## src/rtl/cnn_defs_pkg.sv

```systemverilog
// Shared defaults and FSM encodings for the CNN line-buffer front end.
package cnn_defs;
    localparam int DATA_WIDTH_DEF = 16;
    localparam int MAP_WIDTH_DEF  = 28;
    localparam int MAP_HEIGHT_DEF = 28;
    localparam int FILL_ROWS      = 4;

    typedef enum logic [0:0] {
        ST_FILL   = 1'b0,
        ST_STREAM = 1'b1
    } lb_state_e;

    // Row-memory index k rows newer than the oldest one; wraps modulo 4.
    function automatic logic [1:0] ptr_add(input logic [1:0] ptr, input logic [1:0] k);
        return ptr + k;
    endfunction
endpackage

```

## src/rtl/line_ram.sv

```systemverilog
// Single-clock simple dual-port row memory: synchronous write, combinational read.
module line_ram #(
    parameter int data_width = 16,
    parameter int depth      = 28,
    parameter int addr_width = $clog2(depth)
) (
    input  logic                  clk,
    input  logic                  we,
    input  logic [addr_width-1:0] waddr,
    input  logic [data_width-1:0] wdata,
    input  logic [addr_width-1:0] raddr,
    output logic [data_width-1:0] rdata
);
    logic [data_width-1:0] mem_r [depth];

    // Write port; contents are intentionally not reset.
    always_ff @(posedge clk) begin
        if (we) begin
            mem_r[waddr] <= wdata;
        end
    end

    assign rdata = mem_r[raddr];
endmodule

```

## src/rtl/line_buffer_5row.sv

```systemverilog
// Five-row line buffer emitting vertical pixel columns for a 5x5 convolution.
// Optional status outputs (row_idx, col_idx, frame_done) with LINE_BUF_STATUS_EN.
module line_buffer_5row
    import cnn_defs::*;
#(
    parameter int data_width = DATA_WIDTH_DEF,
    parameter int map_width  = MAP_WIDTH_DEF,
    parameter int map_height = MAP_HEIGHT_DEF
) (
    input  logic                  clk,
    input  logic                  rst,
    input  logic [data_width-1:0] din,
    input  logic                  din_valid,
    input  logic                  sof,
    output logic [data_width-1:0] d_out1,
    output logic [data_width-1:0] d_out2,
    output logic [data_width-1:0] d_out3,
    output logic [data_width-1:0] d_out4,
    output logic [data_width-1:0] d_out5,
    output logic                  out_valid
`ifdef LINE_BUF_STATUS_EN
    ,
    output logic [$clog2(map_height)-1:0] row_idx,
    output logic [$clog2(map_width)-1:0]  col_idx,
    output logic                          frame_done
`endif
);
    localparam int COL_W = $clog2(map_width);
    localparam int ROW_W = $clog2(map_height);
    localparam logic [COL_W-1:0] COL_LAST  = COL_W'(map_width - 1);
    localparam logic [ROW_W-1:0] ROW_LAST  = ROW_W'(map_height - 1);
    localparam logic [ROW_W-1:0] ROW_FIRST = ROW_W'(FILL_ROWS);

    lb_state_e              state_r, state_nxt_s;
    logic [COL_W-1:0]       col_cnt_r, col_nxt_s, eff_col_s;
    logic [ROW_W-1:0]       row_cnt_r, row_nxt_s, eff_row_s;
    logic [1:0]             ptr_r, ptr_nxt_s;
    logic                   stream_pix_s;
    logic                   frame_last_s;
    logic [data_width-1:0]  rd_s [4];
    logic                   we_s [4];

    genvar g;
    generate
        for (g = 0; g < 4; g++) begin : g_rows
            assign we_s[g] = din_valid & (ptr_r == 2'(g));
            line_ram #(
                .data_width(data_width),
                .depth     (map_width),
                .addr_width(COL_W)
            ) u_ram (
                .clk  (clk),
                .we   (we_s[g]),
                .waddr(eff_col_s),
                .wdata(din),
                .raddr(eff_col_s),
                .rdata(rd_s[g])
            );
        end
    endgenerate

    // Pixel position, counter advance, FSM next state and output qualification.
    always_comb begin
        state_nxt_s  = state_r;
        eff_col_s    = col_cnt_r;
        eff_row_s    = row_cnt_r;
        col_nxt_s    = col_cnt_r;
        row_nxt_s    = row_cnt_r;
        ptr_nxt_s    = ptr_r;
        stream_pix_s = 1'b0;
        frame_last_s = 1'b0;
        if (din_valid) begin
            // sof relocates this very pixel to the frame origin
            if (sof) begin
                eff_col_s = '0;
                eff_row_s = '0;
            end else begin
                eff_col_s = col_cnt_r;
                eff_row_s = row_cnt_r;
            end
            if (eff_col_s == COL_LAST) begin
                col_nxt_s = '0;
                ptr_nxt_s = ptr_add(ptr_r, 2'd1);
                if (eff_row_s == ROW_LAST) begin
                    row_nxt_s    = '0;
                    frame_last_s = 1'b1;
                end else begin
                    row_nxt_s = eff_row_s + ROW_W'(1);
                end
            end else begin
                col_nxt_s = eff_col_s + COL_W'(1);
                row_nxt_s = eff_row_s;
            end
            stream_pix_s = !sof && ((state_r == ST_STREAM) || (eff_row_s == ROW_FIRST));
            if (frame_last_s || sof) begin
                state_nxt_s = ST_FILL;
            end else begin
                case (state_r)
                    ST_FILL:   state_nxt_s = (eff_row_s == ROW_FIRST) ? ST_STREAM : ST_FILL;
                    ST_STREAM: state_nxt_s = ST_STREAM;
                    default:   state_nxt_s = ST_FILL;
                endcase
            end
        end else begin
            state_nxt_s = state_r;
        end
    end

    // FSM state register.
    always_ff @(posedge clk or posedge rst) begin
        if (rst) begin
            state_r <= ST_FILL;
        end else begin
            state_r <= state_nxt_s;
        end
    end

    // Column/row counters and oldest-row pointer.
    always_ff @(posedge clk or posedge rst) begin
        if (rst) begin
            col_cnt_r <= '0;
            row_cnt_r <= '0;
            ptr_r     <= 2'd0;
        end else begin
            col_cnt_r <= col_nxt_s;
            row_cnt_r <= row_nxt_s;
            ptr_r     <= ptr_nxt_s;
        end
    end

    // Registered column output; data holds while no column is emitted.
    always_ff @(posedge clk or posedge rst) begin
        if (rst) begin
            d_out1    <= '0;
            d_out2    <= '0;
            d_out3    <= '0;
            d_out4    <= '0;
            d_out5    <= '0;
            out_valid <= 1'b0;
        end else if (stream_pix_s) begin
            d_out1    <= rd_s[ptr_r];
            d_out2    <= rd_s[ptr_add(ptr_r, 2'd1)];
            d_out3    <= rd_s[ptr_add(ptr_r, 2'd2)];
            d_out4    <= rd_s[ptr_add(ptr_r, 2'd3)];
            d_out5    <= din;
            out_valid <= 1'b1;
        end else begin
            out_valid <= 1'b0;
        end
    end

`ifdef LINE_BUF_STATUS_EN
    // Position of the emitted column and end-of-frame marker.
    always_ff @(posedge clk or posedge rst) begin
        if (rst) begin
            row_idx    <= '0;
            col_idx    <= '0;
            frame_done <= 1'b0;
        end else if (stream_pix_s) begin
            row_idx    <= eff_row_s;
            col_idx    <= eff_col_s;
            frame_done <= frame_last_s;
        end else begin
            frame_done <= 1'b0;
        end
    end
`endif
endmodule
```

## config.mk

```make
export PLATFORM = sky130hd
export DESIGN_NAME = line_buffer_5row
export DESIGN_NICKNAME = d
export VERILOG_FILES = /design/src/rtl/cnn_defs_pkg.sv /design/src/rtl/line_ram.sv /design/src/rtl/line_buffer_5row.sv
export SDC_FILE = /design/constraint.sdc
export NUM_CORES = 2
export LEC_CHECK = 0
export ABC_AREA = 1
export CAP_MARGIN = 10
export CORE_MARGIN = 4
export CORE_UTILIZATION = 38
export CTS_CLUSTER_SIZE = 30
export DETAILED_ROUTE_END_ITERATION = 12
export GPL_TIMING_DRIVEN = 0
export PLACE_DENSITY = 0.53
export SETUP_SLACK_MARGIN = 0.02
export SLEW_MARGIN = 0
export SYNTH_ARGS = -nofsm -noshare
export SYNTH_HDL_FRONTEND = slang
export SYNTH_SLANG_ARGS = --single-unit
export TNS_END_PERCENT = 50
```

## constraint.sdc

```tcl
create_clock -name clk -period 3.9 [get_ports clk]
set_input_delay 1.17 -clock clk [delete_from_list [all_inputs] [get_ports clk]]
set_output_delay 1.17 -clock clk [all_outputs]
set_load 0.01 [all_outputs]
```

## Word level (Yosys, flattened, before mapping)

Memories as Yosys holds them, arrays and structs flattened.
Index checks and enable logic that the tools add are counted.

- Register bits: 94
- Bits in writable memories: 1792
- Input port bits: 20
- Output and inout bits: 81
- Memories: 4

Memory list:

| memory | depth | bits a word | rd ports | clocked after memory_dff | write ports | RTL line | RTL |
|---|---|---|---|---|---|---|---|
| g_rows[0].u_ram.mem_r | 28 | 16 | 1 | 0 | 1 | line_ram.sv:14 | `logic [data_width-1:0] mem_r [depth];` |
| g_rows[1].u_ram.mem_r | 28 | 16 | 1 | 0 | 1 | line_ram.sv:14 |  |
| g_rows[2].u_ram.mem_r | 28 | 16 | 1 | 0 | 1 | line_ram.sv:14 |  |
| g_rows[3].u_ram.mem_r | 28 | 16 | 1 | 0 | 1 | line_ram.sv:14 |  |

- $add $sub $neg: 5
- $lt $le $gt $ge: 4
- Equality and inequality tests: 6
- Mux-type cells: 36
- Bitwise gates (word level): 9
- Reduce and logical (&&, ||, !) cells: 6

Operator list:

| cell | count |
|---|---|
| $bmux W16 S2 | 4 |
| $mux W16 | 8 |
| $mux W5 | 8 |
| $mux W1 | 15 |
| $ge A3 B3 Y1 const B | 4 |
| $not A2 Y3 | 4 |
| $add A5 B1 Y5 const B | 2 |
| $eq A5 B5 Y1 const B | 2 |
| $eq A5 B3 Y1 const B | 1 |
| $add A2 B2 Y2 const B | 2 |
| $and A1 B1 Y1 | 4 |
| $eq A2 B2 Y1 const B | 2 |
| $add A2 B1 Y2 const B | 1 |
| $eq A2 B1 Y1 const B | 1 |
| $logic_not A2 Y1 | 1 |
| $logic_or A1 B1 Y1 | 2 |
| $pmux W1 S2 | 1 |
| $reduce_and A2 Y1 | 1 |
| $logic_and A1 B1 Y1 | 1 |
| $logic_not A1 Y1 | 1 |
| $not A1 Y1 | 1 |

## Depth between registers and ports, before layout

- Depth in word-level cells: 8
- Gate-level depth with buffers: 17
- Depth with buffers taken out: 14

## Hierarchy

From an unflattened synthesis, not the netlist that was laid out.

- Cells, all modules: 7581
- Area, all modules: 80768.7 µm²

Modules (own cells, without submodules):

| module | instances | cells each | area each (µm²) | seq. area each (µm²) |
|---|---|---|---|---|
| line_ram | 4 | 1700 | 18879.4 | 13452.9 |
| line_buffer_5row | 1 | 781 | 5251.3 | 2352.3 |

## Worst setup path after synthesis

No wires, ideal clock.

- Path type: input to register
- Start: in din_valid
- End: mem g_rows[0].u_ram.mem_r[10][0], enable pin
- Setup time: 0.388 ns
- Data arrival time: 3.032 ns
- Slack: 0.480 ns
- Cell stages on the path: 8
- Path buffers: 3
- Cell sequence: buf_4 nand2_8 buf_4 nand3_2 nor2_2 clkbuf_1 nand2_1 nor2_1

- Cells in the longest elaborated chain, start to end: 3

RTL lines:

| element | RTL line | RTL |
|---|---|---|
| start, declared | line_buffer_5row.sv:13 | `input logic din_valid,` |
| $and A1 B1 Y1 | line_buffer_5row.sv:46 | `assign we_s[g] = din_valid & (ptr_r == 2'(g));` |
| $mux W1 | line_ram.sv:18 | `if (we) begin` |
| $mux W1 (implied by the code) | line_ram.sv:19 | `mem_r[waddr] <= wdata;` |
| end, declared | line_ram.sv:14 |  |

Parallel ways exist; a longest one is shown, timed or not.

## Worst setup path in the final report

- Start: reg col_cnt_r[0]
- End: reg d_out1[10]

- Cells in the longest elaborated chain, start to end: 7

RTL lines:

| element | RTL line | RTL |
|---|---|---|
| start, declared | line_buffer_5row.sv:35 | `logic [COL_W-1:0] col_cnt_r, col_nxt_s, eff_col_s;` |
| start signal, assigned | line_buffer_5row.sv:125 | `col_cnt_r <= col_nxt_s;` |
| $mux W5 | line_buffer_5row.sv:74 | `if (sof) begin` |
| $mux W5 | line_buffer_5row.sv:72 | `if (din_valid) begin` |
| $mux W5 * | line_buffer_5row.sv:72 |  |
| $mem_v2 Z28 W16 | n/a |  |
| $bmux W16 S2 * | line_buffer_5row.sv:141 | `d_out1 <= rd_s[ptr_r];` |
| $mux W16 (implied by the code) * (2 in a row) | line_buffer_5row.sv:141 |  |
| end signal, assigned | line_buffer_5row.sv:141 |  |
| end, declared | line_buffer_5row.sv:15 | `output logic [data_width-1:0] d_out1,` |

Every way passes the cells marked *; elsewhere a longest branch is shown, timed or not. The select of a mux whose other input is x is not followed.
A chain may end at the register's enable or synchronous reset.

==> results.cfg <==
[die]
fp.dieArea_um2 = 211900
rows = 165
start_util_pct = 38.34
die_h_um = 460.3
core_region_area_um2 = 202700
die_w_um = 460.3
num_io_pins = 101

[route]
viasPerCell = 5.681
drc = 0
totalWireLength_um = 356400
first_pass_iters = 7
wire_per_inst_um = 34.05
drt_iter0_markers = 9278
ant_nets = 0
vias = 59460

[status]
violations = setup timing
status = finished with violations

[clocking]
cts_tree = done
clock_latency_ns = 0.90
cts_hold_repair.buffers = 0
clock-sinks = 1886
cts-root-buf = clkbuf_16
cts.htree.levels = 4
path_clk_slew_ns = 0.06
cts_buffer_depth = 3
cts_buffers = 200

[worst_setup_path]
reg2reg_depth = 14
cp_max_fo = 10
required_ns = 4.63
arrival_ns = 4.80
endpoint_kind = flip-flop
r2r_setup_slack_ns = -0.16
critPathKind = reg2reg
startpoint_type = flip-flop

[timing]
hold_violations = 0
slew_violations = 0
max_freq_mhz = 246.1
setup_viol = 48
final.setup_skew_ns = 0.04906
layout_setup_ws_ns = -0.1631
tightest_slew_ns = 1.332
max_slew_margin_pct = 11.20
setup_tns_ns = -1.947
grt_setup_unrepaired = false
period_share_pct = 104.2
min_period_ns = 4.063

[synth]
yosysWarnings = 0
synth_top_area_cell = edfxtp_1
ys_seq_area_share_pct = 72.25
synth_cell_types = 33
syn_area_per_cell_um2 = 10.88
syn-instance-count = 7145
netlist_top_cells_area = edfxtp_1 69%, nand2_1 16%, nand3_1 5.6%
synth.ff_latch_count = 1886
syn_nets = 7172
yosys.area.top_type_share_pct = 69.22
netlist_area_um2 = 77740

[run]
drv_cap = 0

[global_route]
grt_pass1_wl_um = 469600
first_global_vias = 53480
grt_usage_pct = 33.05
grt_max_degree = 102
grt.overflow.total = 0
antenna_found_initial = 26

[placement]
gp_congestion = 0.9846
portBuffers = 98
dp.cells = 10050
placed_area_um2 = 85910
dpl.hpwl_um = 253200

[worst_hold_path]
hold_depth = 2
hold_path.class = reg2reg

[layout]
layout.nets = 7632
area_growth_pct = 19.13
fillers = 18810
design_area_um2 = 92610
multi_input_area_um2 = 20200
regArea_um2 = 56160
drive_above_1_share_pct = 11.17
stdcell_count = 10470

[power_and_ir_drop]
p_total_mw = 46.95
p_per_area_nw_per_um2 = 506.9
ir_worst_vdd_uv = 448.1
p_leak_nw = 35.65
-- worst max-delay path: stages (launching register included) --
cell and delay (ns):
dfrtp_1 0.49, buf_2 0.55, o21ai_2 0.25, buf_2 0.33
buf_2 0.30, nand2_1 0.09, nand3_1 0.20, nand2_1 0.11
nand2_1 0.18, nor2_1 0.68, nand3_1 0.15, nand2_1 0.21
nand2_1 0.07, nand3_1 0.18, nand2_1 0.07
-- path summary, 6_finish.rpt --
| check | to | startpoint |
|---|---|---|
| worst max register to register | d_out1[10] | col_cnt_r[0] |
| min in group asynchronous | d_out3[2] | rst |
| worst max-delay path | d_out1[10] | col_cnt_r[0] |
| worst min register to register | d_out5[15] | d_out5[15] |
| worst min-delay path | d_out5[15] | d_out5[15] |
| max in group asynchronous | d_out3[9] | rst |
-- power breakdown --
part	switching (mW)	internal, mW	total [mW]	leakage, nW
logic	4.57	1.48	6.05	15.3
registers	0.121	22.4	22.5	17.4
clock network	8.30	10.1	18.4	3.02
-- kinds of logic (layout without fill, tap and decap cells) --
logic type,Yosys count,in the layout,share of synthesized area [%]
other,0,18,0
adder cells (fa/ha/maj),7,7,0.1127
AO/OA/AOI/OAI,90,90,0.6004
buffers and inverters,517,1149,2.944
XOR/XNOR,5,5,0.05634
AND/OR/NAND/NOR,4640,4640,24.04
flip-flops,1886,1886,72.25
-- through the flow --
step,hold WS [ns],worst slack (ns),utilization (%)
2_1_floorplan,0.4800,0.2813,-
3_3_place_gp,0.4558,-3.213,40.48
3_5_place_dp,0.4598,-1.321,42.37
4_1_cts,0.4779,0.01895,45.61
5_1_grt,0.5107,0.01762,45.66
6_report,0.4707,-0.1631,45.68
-- placed cells by master, fill, tap and decap left out, types with 5 or more instances in the layout --
cell,n
a21oi_1,7
buf_1,26
buf_12,91
buf_16,53
buf_2,232
buf_4,38
bufinv_16,5
clkbuf_1,171
clkbuf_16,204
clkbuf_2,11
clkbuf_4,5
clkbuf_8,7
clkdlybuf4s50_1,82
clkinv_1,40
clkinv_2,38
dfrtp_1,94
diode_2,18
edfxtp_1,1792
ha_1,7
inv_1,112
inv_2,9
inv_6,6
nand2_1,3307
nand3_1,877
nand4_1,37
nor2_1,266
nor2_2,27
nor2_4,114
o21ai_0,75
-- area by class of cell --
| type | count | area share [%] |
|---|---|---|
| Multi-Input combinational cell | 4742 | 21.81 |
| Antenna cell | 18 | 0.04864 |
| Buffer | 393 | 2.002 |
| Tap cell | 2672 | 3.610 |
| Sequential cell | 1886 | 60.65 |
| Inverter | 124 | 0.5080 |
| Clock buffer | 275 | 5.876 |
| Clock inverter | 99 | 0.7917 |
| Timing Repair Buffer | 258 | 4.709 |
-- synthesized netlist by cell type --
cell,n
edfxtp_1,1792
buf_4,7
nand3_1,877
nor2_1,403
buf_2,239
nand2_8,1
nor4_1,1
nand4_1,37
buf_1,26
nor3_1,2
nor2_2,2
inv_2,10
dfrtp_1,94
o31ai_1,1
o21ai_0,75
a21oi_1,7
xor2_1,3
xnor2_1,2
clkbuf_1,118
a22o_1,1
a41oi_1,1
clkinv_1,1
nand2_2,2
o22ai_1,3
nand2_1,3309
nand3_4,1
buf_6,3
o21ai_1,1
o21a_1,1
inv_1,113
ha_1,7
nand3_2,3
nor2_4,2
-- metal layers --
layer / vias to the layer above / GRT usage [%] / share of wire [%]
met2: 3885 / 47.52 / 42
met5: - / 0.7118 / 0.070
met4: 10 / 17.28 / 6.4
li1: 25100 / - / -
met1: 29620 / 44.26 / 39
met3: 850 / 11.16 / 13
-- flip-flops by register name, indices dropped and copies added (netlist names) --
name,flops
g_rows.u_ram.mem_r,1792
d_out1,16
d_out2,16
d_out3,16
d_out4,16
d_out5,16
col_cnt_r,5
row_cnt_r,5
ptr_r,2
out_valid,1
state_r,1
-- repair_timing --
action / in CTS / in global routing
gates resized for setup: 35 / 17
setup buffers: 21 / 6
setup endpoints to repair: 955 / 118
pin swaps: 15 / 4
(Power assumes the default switching activity.)
